**src/rtl/fetch_buffer_pkg.sv**
```systemverilog
// Shared constants for the fetch buffer and the fetch address checker.
// Instruction memory window, exception codes and the nop encoding.
package fetch_buffer_pkg;

    localparam logic [31:0] PC_Initial = 32'h0000_3000;
    localparam logic [31:0] IM_ADDR_HI = 32'h0000_6FFC;
    localparam logic [4:0]  EXC_ADEL   = 5'd4;
    localparam logic [4:0]  EXC_NONE   = 5'd0;
    localparam logic [31:0] INSTR_NOP  = 32'd0;

endpackage

```
**src/rtl/fetch_addr_check.sv**
```systemverilog
// Combinational fetch address check: flags misaligned or out-of-window
// PCs with AdEL. Shared with the decode stage.
module fetch_addr_check
    import fetch_buffer_pkg::*;
(
    input  logic [31:0] pc,
    output logic [4:0]  exc_code,
    output logic        fault
);

    assign fault = (pc[1:0] != 2'b00)
                || (pc < PC_Initial)
                || (pc > IM_ADDR_HI);

    assign exc_code = fault ? EXC_ADEL : EXC_NONE;

endmodule

```
**src/rtl/fetch_buffer.sv**
```systemverilog
// Fetch-to-decode queue of {PC, Instr, ExcCode} entries.
// Optional FETCH_BUF_STATS_EN adds stall_cnt and bubble_cnt outputs.
module fetch_buffer
    import fetch_buffer_pkg::*;
#(
    parameter int DEPTH = 2,
    parameter int PTR_W = $clog2(DEPTH)
) (
    input  logic             clk,
    input  logic             reset,
    input  logic             flush,
    input  logic             F_valid,
    input  logic [31:0]      F_PC,
    input  logic [31:0]      F_Instr,
    output logic             F_ready,
    output logic             D_valid,
    input  logic             D_ready,
    output logic [31:0]      D_PC,
    output logic [31:0]      D_Instr,
    output logic [4:0]       D_ExcCode,
    output logic [PTR_W:0]   count
`ifdef FETCH_BUF_STATS_EN
    ,
    output logic [31:0]      stall_cnt,
    output logic [31:0]      bubble_cnt
`endif
);

    localparam logic [PTR_W:0] FULL = (PTR_W + 1)'(DEPTH);
    localparam logic [PTR_W:0] CNT_ONE = (PTR_W + 1)'(1);
    localparam logic [PTR_W-1:0] PTR_ONE = PTR_W'(1);

    logic [31:0] pc_mem    [DEPTH];
    logic [31:0] instr_mem [DEPTH];
    logic [4:0]  exc_mem   [DEPTH];

    logic [PTR_W-1:0] head;
    logic [PTR_W-1:0] tail;
    logic             push;
    logic             pop;
    logic [4:0]       chk_exc;
    logic             chk_fault;

    fetch_addr_check u_check (
        .pc       (F_PC),
        .exc_code (chk_exc),
        .fault    (chk_fault)
    );

    // Ready/valid come only from registered count: no D_ready->F_ready path.
    assign F_ready = (count != FULL);
    assign D_valid = (count != '0);
    assign push    = F_valid && F_ready;
    assign pop     = D_valid && D_ready;

    always_ff @(posedge clk) begin
        if (reset || flush) begin
            head  <= '0;
            tail  <= '0;
            count <= '0;
        end else begin
            if (push) tail <= tail + PTR_ONE;
            if (pop)  head <= head + PTR_ONE;
            case ({push, pop})
                2'b10:   count <= count + CNT_ONE;
                2'b01:   count <= count - CNT_ONE;
                default: count <= count;
            endcase
        end
    end

    // Storage is not reset; a write during flush/reset is never exposed.
    always_ff @(posedge clk) begin
        if (push) begin
            pc_mem[tail]    <= F_PC;
            instr_mem[tail] <= chk_fault ? INSTR_NOP : F_Instr;
            exc_mem[tail]   <= chk_exc;
        end
    end

    assign D_PC      = D_valid ? pc_mem[head]    : 32'd0;
    assign D_Instr   = D_valid ? instr_mem[head] : INSTR_NOP;
    assign D_ExcCode = D_valid ? exc_mem[head]   : EXC_NONE;

`ifdef FETCH_BUF_STATS_EN
    always_ff @(posedge clk) begin
        if (reset) begin
            stall_cnt  <= 32'd0;
            bubble_cnt <= 32'd0;
        end else begin
            if (F_valid && !F_ready) stall_cnt  <= stall_cnt + 32'd1;
            if (D_ready && !D_valid) bubble_cnt <= bubble_cnt + 32'd1;
        end
    end
`endif

endmodule

```
**config.mk**
```make
export PLATFORM = sky130hd
export DESIGN_NAME = fetch_buffer
export DESIGN_NICKNAME = d
export VERILOG_FILES = /design/src/rtl/fetch_buffer_pkg.sv /design/src/rtl/fetch_addr_check.sv /design/src/rtl/fetch_buffer.sv
export SDC_FILE = /design/constraint.sdc
export NUM_CORES = 1
export LEC_CHECK = 0
export CAP_MARGIN = 20
export CORE_ASPECT_RATIO = 0.75
export CORE_MARGIN = 5
export CORE_UTILIZATION = 45
export DETAILED_ROUTE_END_ITERATION = 7
export PLACE_DENSITY = 0.79
export SYNTH_ARGS = -nofsm -noshare
export SYNTH_HDL_FRONTEND = slang
export SYNTH_SLANG_ARGS = --single-unit
```
**constraint.sdc**
```tcl
create_clock -name clk -period 2.8 [get_ports clk]
set_input_delay 0.84 -clock clk [delete_from_list [all_inputs] [get_ports clk]]
set_output_delay 0.84 -clock clk [all_outputs]
set_load 0.01 [all_outputs]
```
==> results by group, run 1 <==
Flow run
  – Max_cap viols: 0

Placed design
  – Post-place instance area: 7450 um^2
  – Buffers on Ports: between 100 and 150
  – HPWL Detailed: 8.13 mm
  – GPL Wtd Cong: approximately 0.79

Critical path
  – CP delay by family, top: buffers and inverters
  – Critical Path RT: between 1.5 and 2 ns
  – Setup crit end kind: primary output
  – WP buf/inv: 2
  – CP Launch Type: flop
  – Crit Path Category: reg -> out
  – Crit path DAT: 1.88 ns
  – Slowest stage delay, CP: about 0.57 ns
  – Slowest-stage cell, CP: clkdlybuf4s50_1
  – CP max FO: 29
  – Crit-path cells: nor2_4 > buf_4 > nor2_1 > clkdlybuf4s50_1

Synthesis
  – Yosys cell types: 29
  – Post-synth top flop: edfxtp_1
  – FF+latch count, synth: around 140
  – Number of synthesized flops with an enable pin: 130
  – Cells after Synth: 357
  – Synth warn: 0
  – Synthesized area: 5730 um^2
  – Mean Syn Cell Area: 16.1 um^2
  – Async S/R FF share, synth: 0
  – Post-synthesis sequential area ratio: 0.698

GRT
  – Met2 usage: 0.278
  – Antenna violations before repair: 0
  – First-pass GRT wire length: 19.3 mm
  – Vias in the first global route: 3771
  – Largest net degree at the start of global routing: 38
  – All-Layer GR Usage: 0.165
  – Gr busiest metal: met2
  – Met1 usage: 0.200
  – Total gr overflow: 0
  – Met3 Resource Use GR: 0.0582

Floorplan
  – Die height: roughly 110 um
  – Core Footprint: 12400 um^2
  – Die X: ~140 um
  – Initial Utilization: 0.463
  – Total die area: between 15000 and 20000 um^2
  – # rows: 35
  – Ports: 142

Finish
  – Fin area: 8050 um^2
  – Number of fill cells in the layout: 904
  – Ratio of cells with drive above 1 in the final layout: 0.179
  – Antenna Cells: 0
  – Commonest non-fill, non-tap cell in the layout: clkdlybuf4s50_1
  – Synthesis-to-layout area growth: 40.5%
  – Fin util: 0.650
  – Most frequent cells in the layout: 136 x clkdlybuf4s50_1, 130 x edfxtp_1, 68 x nor2_1
  – Nets: 581

CTS
  – CTS max path bufs: 2
  – Number of buffers created by CTS: 17
  – Clk root buf: clkbuf_16
  – TritonCTS clock tree: built
  – CTS clk-pin slew, worst paths: 0.05 ns
  – CTS sink cnt: 135
  – H-tree levels: 4
  – Worst skew pair latency: 0.40 ns

Outcome
  – Status: finished, final reports clean

Power and ir drop
  – Reg power frac: 0.463
  – Switching pwr: between 0.001 and 0.0015 W
  – Clk network pwr share: 0.438
  – Logic gate share of total power: 0.099
  – Cell-internal power: between 0.003 and 0.004 W
  – Sw frac: 0.211
  – Pwr Total: roughly 0.005 W
  – Worst VDD drop: 455 uV
  – Lkg Pwr: 2.64 nW
  – Power Density: approximately 620 nW/um^2

Timing
  – Max Clock Skew: 0.00677 ns
  – Crit share post-route: 0.972
  – Slew Viols, Final: 0
  – Final setup viols: 0
  – Final Hold Viols: 0
  – Setup TNS: 0 ns
  – Fmax: 0.367 GHz
  – RSZ-0062 raised after global routing: false
  – Worst slew margin: 0.485
  – Period minus WS final: 2.72 ns
  – Slew @ Worst Pin: between 0.7 and 0.8 ns

Drt
  – Routed WL: between 10 and 15 mm
  – DR WL/cell: between 15 and 20 um
  – DR vias: 3468
  – DRT Pass-1 Iters: 4
  – Post-route ant nets: 0
  – Initial DRC Count: around 240
  – # DRC: 0
  – Routed vias/inst: slightly above 5

Worst hold path
  – Hold Crit Class: reg -> reg
==> Yosys cell counts, drive strengths merged, types with 2 or more instances <==
| master | n | area (um^2) |
|---|---|---|
| inv | 3 | 11.3 |
| nand2 | 3 | 11.3 |
| nor2 | 69 | 259 |
| edfxtp | 130 | 3900 |
| or3 | 2 | 12.5 |
| nor4b | 32 | 468 |
| nor4 | 4 | 37.5 |
| xor2 | 3 | 26.3 |
| buf | 25 | 149 |
| mux2i | 65 | 651 |
| o21ai | 2 | 10.0 |
| a21oi | 2 | 10.0 |
| dfxtp | 5 | 100 |
| clkbuf | 2 | 7.51 |
==> metrics by stage <==
step / worst slack [ns] / std cells / hold slack [ns]
2_1_floorplan: 0.176 / 360 / 0.472
3_3_place_gp: -0.277 / 655 / 0.487
3_5_place_dp: -0.0336 / 656 / 0.498
4_1_cts: 0.0477 / 690 / 0.512
5_1_grt: 0.0105 / 690 / 0.542
6_report: 0.0781 / 690 / 0.509
==> area by class of cell <==
type,instances,area [um^2],share of cell area
clock buffers,18,429,0.0533
clock inverters,14,158,0.0196
inverters,3,11.3,0.00140
multi-input cells,195,1600,0.199
flip-flops and latches,135,4010,0.498
well taps,166,208,0.0258
repair buffers,159,1630,0.203
==> what timing repair did <==
action	CTS	global route
setup buffers	2	0
setup endpoints to repair	54	1
hold buffers	0	0
gates resized for setup	2	1
hold endpoints to repair	0	0
==> kinds of logic after synthesis <==
group / share of synthesized area
buffers and inverters: 0.0292
adder cells (fa/ha/maj): 0.00218
AO/OA/AOI/OAI: 0.00524
AND/OR/NAND/NOR: 0.145
XOR/XNOR: 0.00611
multiplexers: 0.113
other: 0.000654
flip-flops: 0.698
==> power groups by stage <==
stage / logic, W / clock network (W) / registers (W)
6_report: 0.000495 / 0.00219 / 0.00231
5_1_grt: 0.000531 / 0.00233 / 0.00232
4_1_cts: 0.000502 / 0.00223 / 0.00231
3_5_place_dp: 0.000494 / 0 / 0.00235
3_3_place_gp: 0.000481 / 0 / 0.00235
2_1_floorplan: 0.000208 / 0 / 0.00235
==> worst reg2reg max path, cell delays in order (launching register included) <==
cell	delay [ns]
dfxtp_2	0.41
nand2b_1	0.22
nand2_1	0.10
ha_1	0.34
or3_1	0.36
a21oi_1	0.17
==> routing by layer <==
| metal | wire [um] | share of wire |
|---|---|---|
| met1 | 5200 | 0.43 |
| met2 | 6000 | 0.49 |
| met3 | 799 | 0.066 |
| met4 | 156 | 0.013 |
| met5 | 0 | 0 |
==> final timing paths <==
check,from,endpoint,slack (ns),cells past startpoint
max,count[0]$_SDFFE_PP0P_,D_Instr[2],0.08,4
min,head$_SDFFE_PP0P_,flop,0.51,2
max reg2reg,count[0]$_SDFFE_PP0P_,count[1]$_SDFFE_PP0P_,1.12,5
min reg2reg,head$_SDFFE_PP0P_,flop,0.51,2
==> state kept, by name, indices dropped and copies added, names as in the netlist, named ones only <==
register   flops
count          2
exc_mem        2
head           1
instr_mem     64
tail           1
pc_mem        64
(Power assumes the default switching activity.)
==> run 2: changes to the inputs <==
- PLACE_DENSITY: 0.79 -> not set
- PLACE_DENSITY_LB_ADDON: not set -> 0.3
==> results by group, run 2 (same netlist as run 1, synthesis figures left out) <==
Outcome
  – Status: finished, final reports clean

Placed design
  – Placed Cells: 654 (-0.30%)
  – Buffers on Ports: 137 (unchanged)
  – HPWL Detailed: 7.81 mm (-4.0%)
  – GPL Wtd Cong: 0.745 (-5.7%)

Floorplan
  – Initial Utilization: 0.463 (unchanged)
  – Total die area: 15100 um^2 (unchanged)
  – Ports: 142 (unchanged)
  – Core Footprint: 12400 um^2 (unchanged)
  – Die X: 140 um (unchanged)
  – Die height: 108 um (unchanged)
  – # rows: 35 (unchanged)

Timing
  – Slew Viols, Final: 0 (unchanged)
  – Final Hold Viols: 0 (unchanged)
  – Setup TNS: 0 ns (unchanged)
  – Fmax: 0.366 GHz (-0.43%)
  – RSZ-0062 raised after global routing: true
  – Crit share post-route: 0.976 (+0.00419)
  – Final setup viols: 0 (unchanged)
  – Period minus WS final: 2.73 ns (+0.0117 ns)
  – Max Clock Skew: 0.00914 ns (+0.00237 ns)

Finish
  – Largest regs: instr_mem (64), pc_mem (64)
  – Ratio of cells with drive above 1 in the final layout: 0.171 (-0.00791)
  – Commonest non-fill, non-tap cell in the layout: edfxtp_1
  – Fin util: 0.647 (-0.00263)
  – Synthesis-to-layout area growth: 39.9%
  – Nets: 577 (-0.69%)
  – Antenna Cells: 0 (unchanged)
  – Fin cells: 685 (-0.72%)
  – Most frequent cells in the layout: 130 x edfxtp_1, 128 x clkdlybuf4s50_1, 68 x nor2_1

Power and ir drop
  – Logic gate share of total power: 0.099 (about the same)
  – Switching pwr: 0.00104 W (-1.2%)
  – Clk network pwr share: 0.429 (-0.009)
  – Cell-internal power: 0.00385 W (-2.3%)
  – Sw frac: 0.212 (+0.00188)
  – Pwr Total: 0.00489 W (-2.1%)
  – Reg power frac: 0.473 (+0.010)
  – Power Density: 609 nW/um^2 (-1.7%)
  – Worst VDD drop: 423 uV (-7.0%)
  – Lkg Pwr: 2.74 nW (+3.7%)

CTS
  – H-tree levels: 4 (unchanged)
  – CTS clk-pin slew, worst paths: 0.05 ns (about the same)
  – Number of buffers created by CTS: 17 (unchanged)
  – Worst skew pair latency: 0.40 ns (about the same)
  – TritonCTS clock tree: built
  – CTS max path bufs: 2 (unchanged)
  – CTS sink cnt: 135 (unchanged)
  – Clk root buf: clkbuf_16
  – Cts hold-fix bufs: 0 (unchanged)

GRT
  – All-Layer GR Usage: 0.162 (-0.00316)
  – Vias in the first global route: 3668 (-2.7%)
  – Largest net degree at the start of global routing: 47 (+24%)
  – First-pass GRT wire length: 18.9 mm (-2.1%)
  – Antenna violations before repair: 0 (unchanged)
  – Total gr overflow: 0 (unchanged)

Critical path
  – Setup crit end kind: primary output
  – Critical Path RT: 1.96 ns (about the same)
  – Slowest stage delay, CP: 0.49 ns (-0.08 ns)
  – Crit Path Category: reg -> out
  – Slowest-stage cell, CP: clkdlybuf4s50_1
  – Crit path DAT: 1.89 ns (about the same)
  – CP delay by family, top: buffers and inverters
  – WP buf/inv: 2 (unchanged)
  – Crit-path cells: buf_16 > mux2i_1 > nor2_1 > clkdlybuf4s50_1
  – CP Launch Type: flop
  – CP max FO: 42 (+45%)

Drt
  – # DRC: 0 (unchanged)
  – Initial DRC Count: 202 (-15%)
  – DR vias: 3451 (-0.49%)
  – DR WL/cell: 17.5 um (-0.88%)
  – Routed WL: 12.0 mm (-1.6%)
  – Routed vias/inst: 5.04 (+0.24%)
  – DRT Pass-1 Iters: 6 (+2)
  – Post-route ant nets: 0 (unchanged)

Flow run
  – Max_cap viols: 0 (unchanged)

Worst hold path
  – Hold Crit Class: reg -> reg
==> run 2: cell count changes in the layout (fill, tap and decap cells not counted), sizes merged <==
cell / delta
clkdlybuf4s50: -8
dlymetal6s2s: +8
buf: -4
clkinv: -3
clkbuf: +2
clkinvlp: +2
bufinv: -1
inv: -1
==> run 2: path summary, 6_finish.rpt <==
check                                      startpoint                     to  slack [ns]  depth (start not counted)
worst min-delay path                head$_SDFFE_PP0P_      head$_SDFFE_PP0P_        0.52                          2
worst min register to register      head$_SDFFE_PP0P_      head$_SDFFE_PP0P_        0.52                          2
worst max register to register  count[0]$_SDFFE_PP0P_  count[1]$_SDFFE_PP0P_        1.16                          5
worst max-delay path                             flop               D_PC[17]        0.07                          4
==> run 2: tightest hold or removal path: stages, from the launching register on <==
cell and delay (ns):
dfxtp_1 0.33, xor2_1 0.08, nor2_1 0.07
==> run 2: power groups by stage <==
stage               registers (W)  clock network [W]  logic (W)
finish                    0.00231            0.00209   0.000482
detailed placement        0.00235                  0   0.000489
global placement          0.00235                  0   0.000485
floorplan                 0.00235                  0   0.000208
global route              0.00231            0.00224   0.000521
CTS                       0.00231            0.00214   0.000493
==> run 2: what timing repair did <==
| action | CTS | global route |
|---|---|---|
| buffers inserted | 0 | 0 |
| endpoints found under the setup margin | 44 | 31 |
| resized for setup | 3 | 11 |
| pin swaps | 0 | 0 |
==> run 2: cell type report <==
class | count | area (um^2)
fillers | 897 | 4370
inverters | 3 | 11.3
well taps | 166 | 208
clock inverters | 11 | 129
repair buffers | 155 | 1620
clock buffers | 20 | 437
flip-flops and latches | 135 | 4010
multi-input cells | 195 | 1610
==> run 2: per-stage QoR <==
| stage | hold WS [ns] | worst slack [ns] | cell area, um^2 |
|---|---|---|---|
| floorplan | 0.472 | 0.176 | 5750 |
| global placement | 0.489 | 0.132 | 7410 |
| detailed placement | 0.506 | 0.0833 | 7410 |
| CTS | 0.522 | 0.0245 | 7990 |
| global route | 0.554 | -0.0330 | 8020 |
| finish | 0.519 | 0.0664 | 8020 |
==> run 2: per-layer routing <==
| metal | global-route usage | vias up | share of wire |
|---|---|---|---|
| met3 | 0.0480 | 6 | 0.056 |
| met2 | 0.279 | 111 | 0.50 |
| met4 | 0.0498 | 0 | 0.0063 |
| li1 | - | 1645 | - |
| met1 | 0.199 | 1689 | 0.43 |
| met5 | 0 | - | 0 |
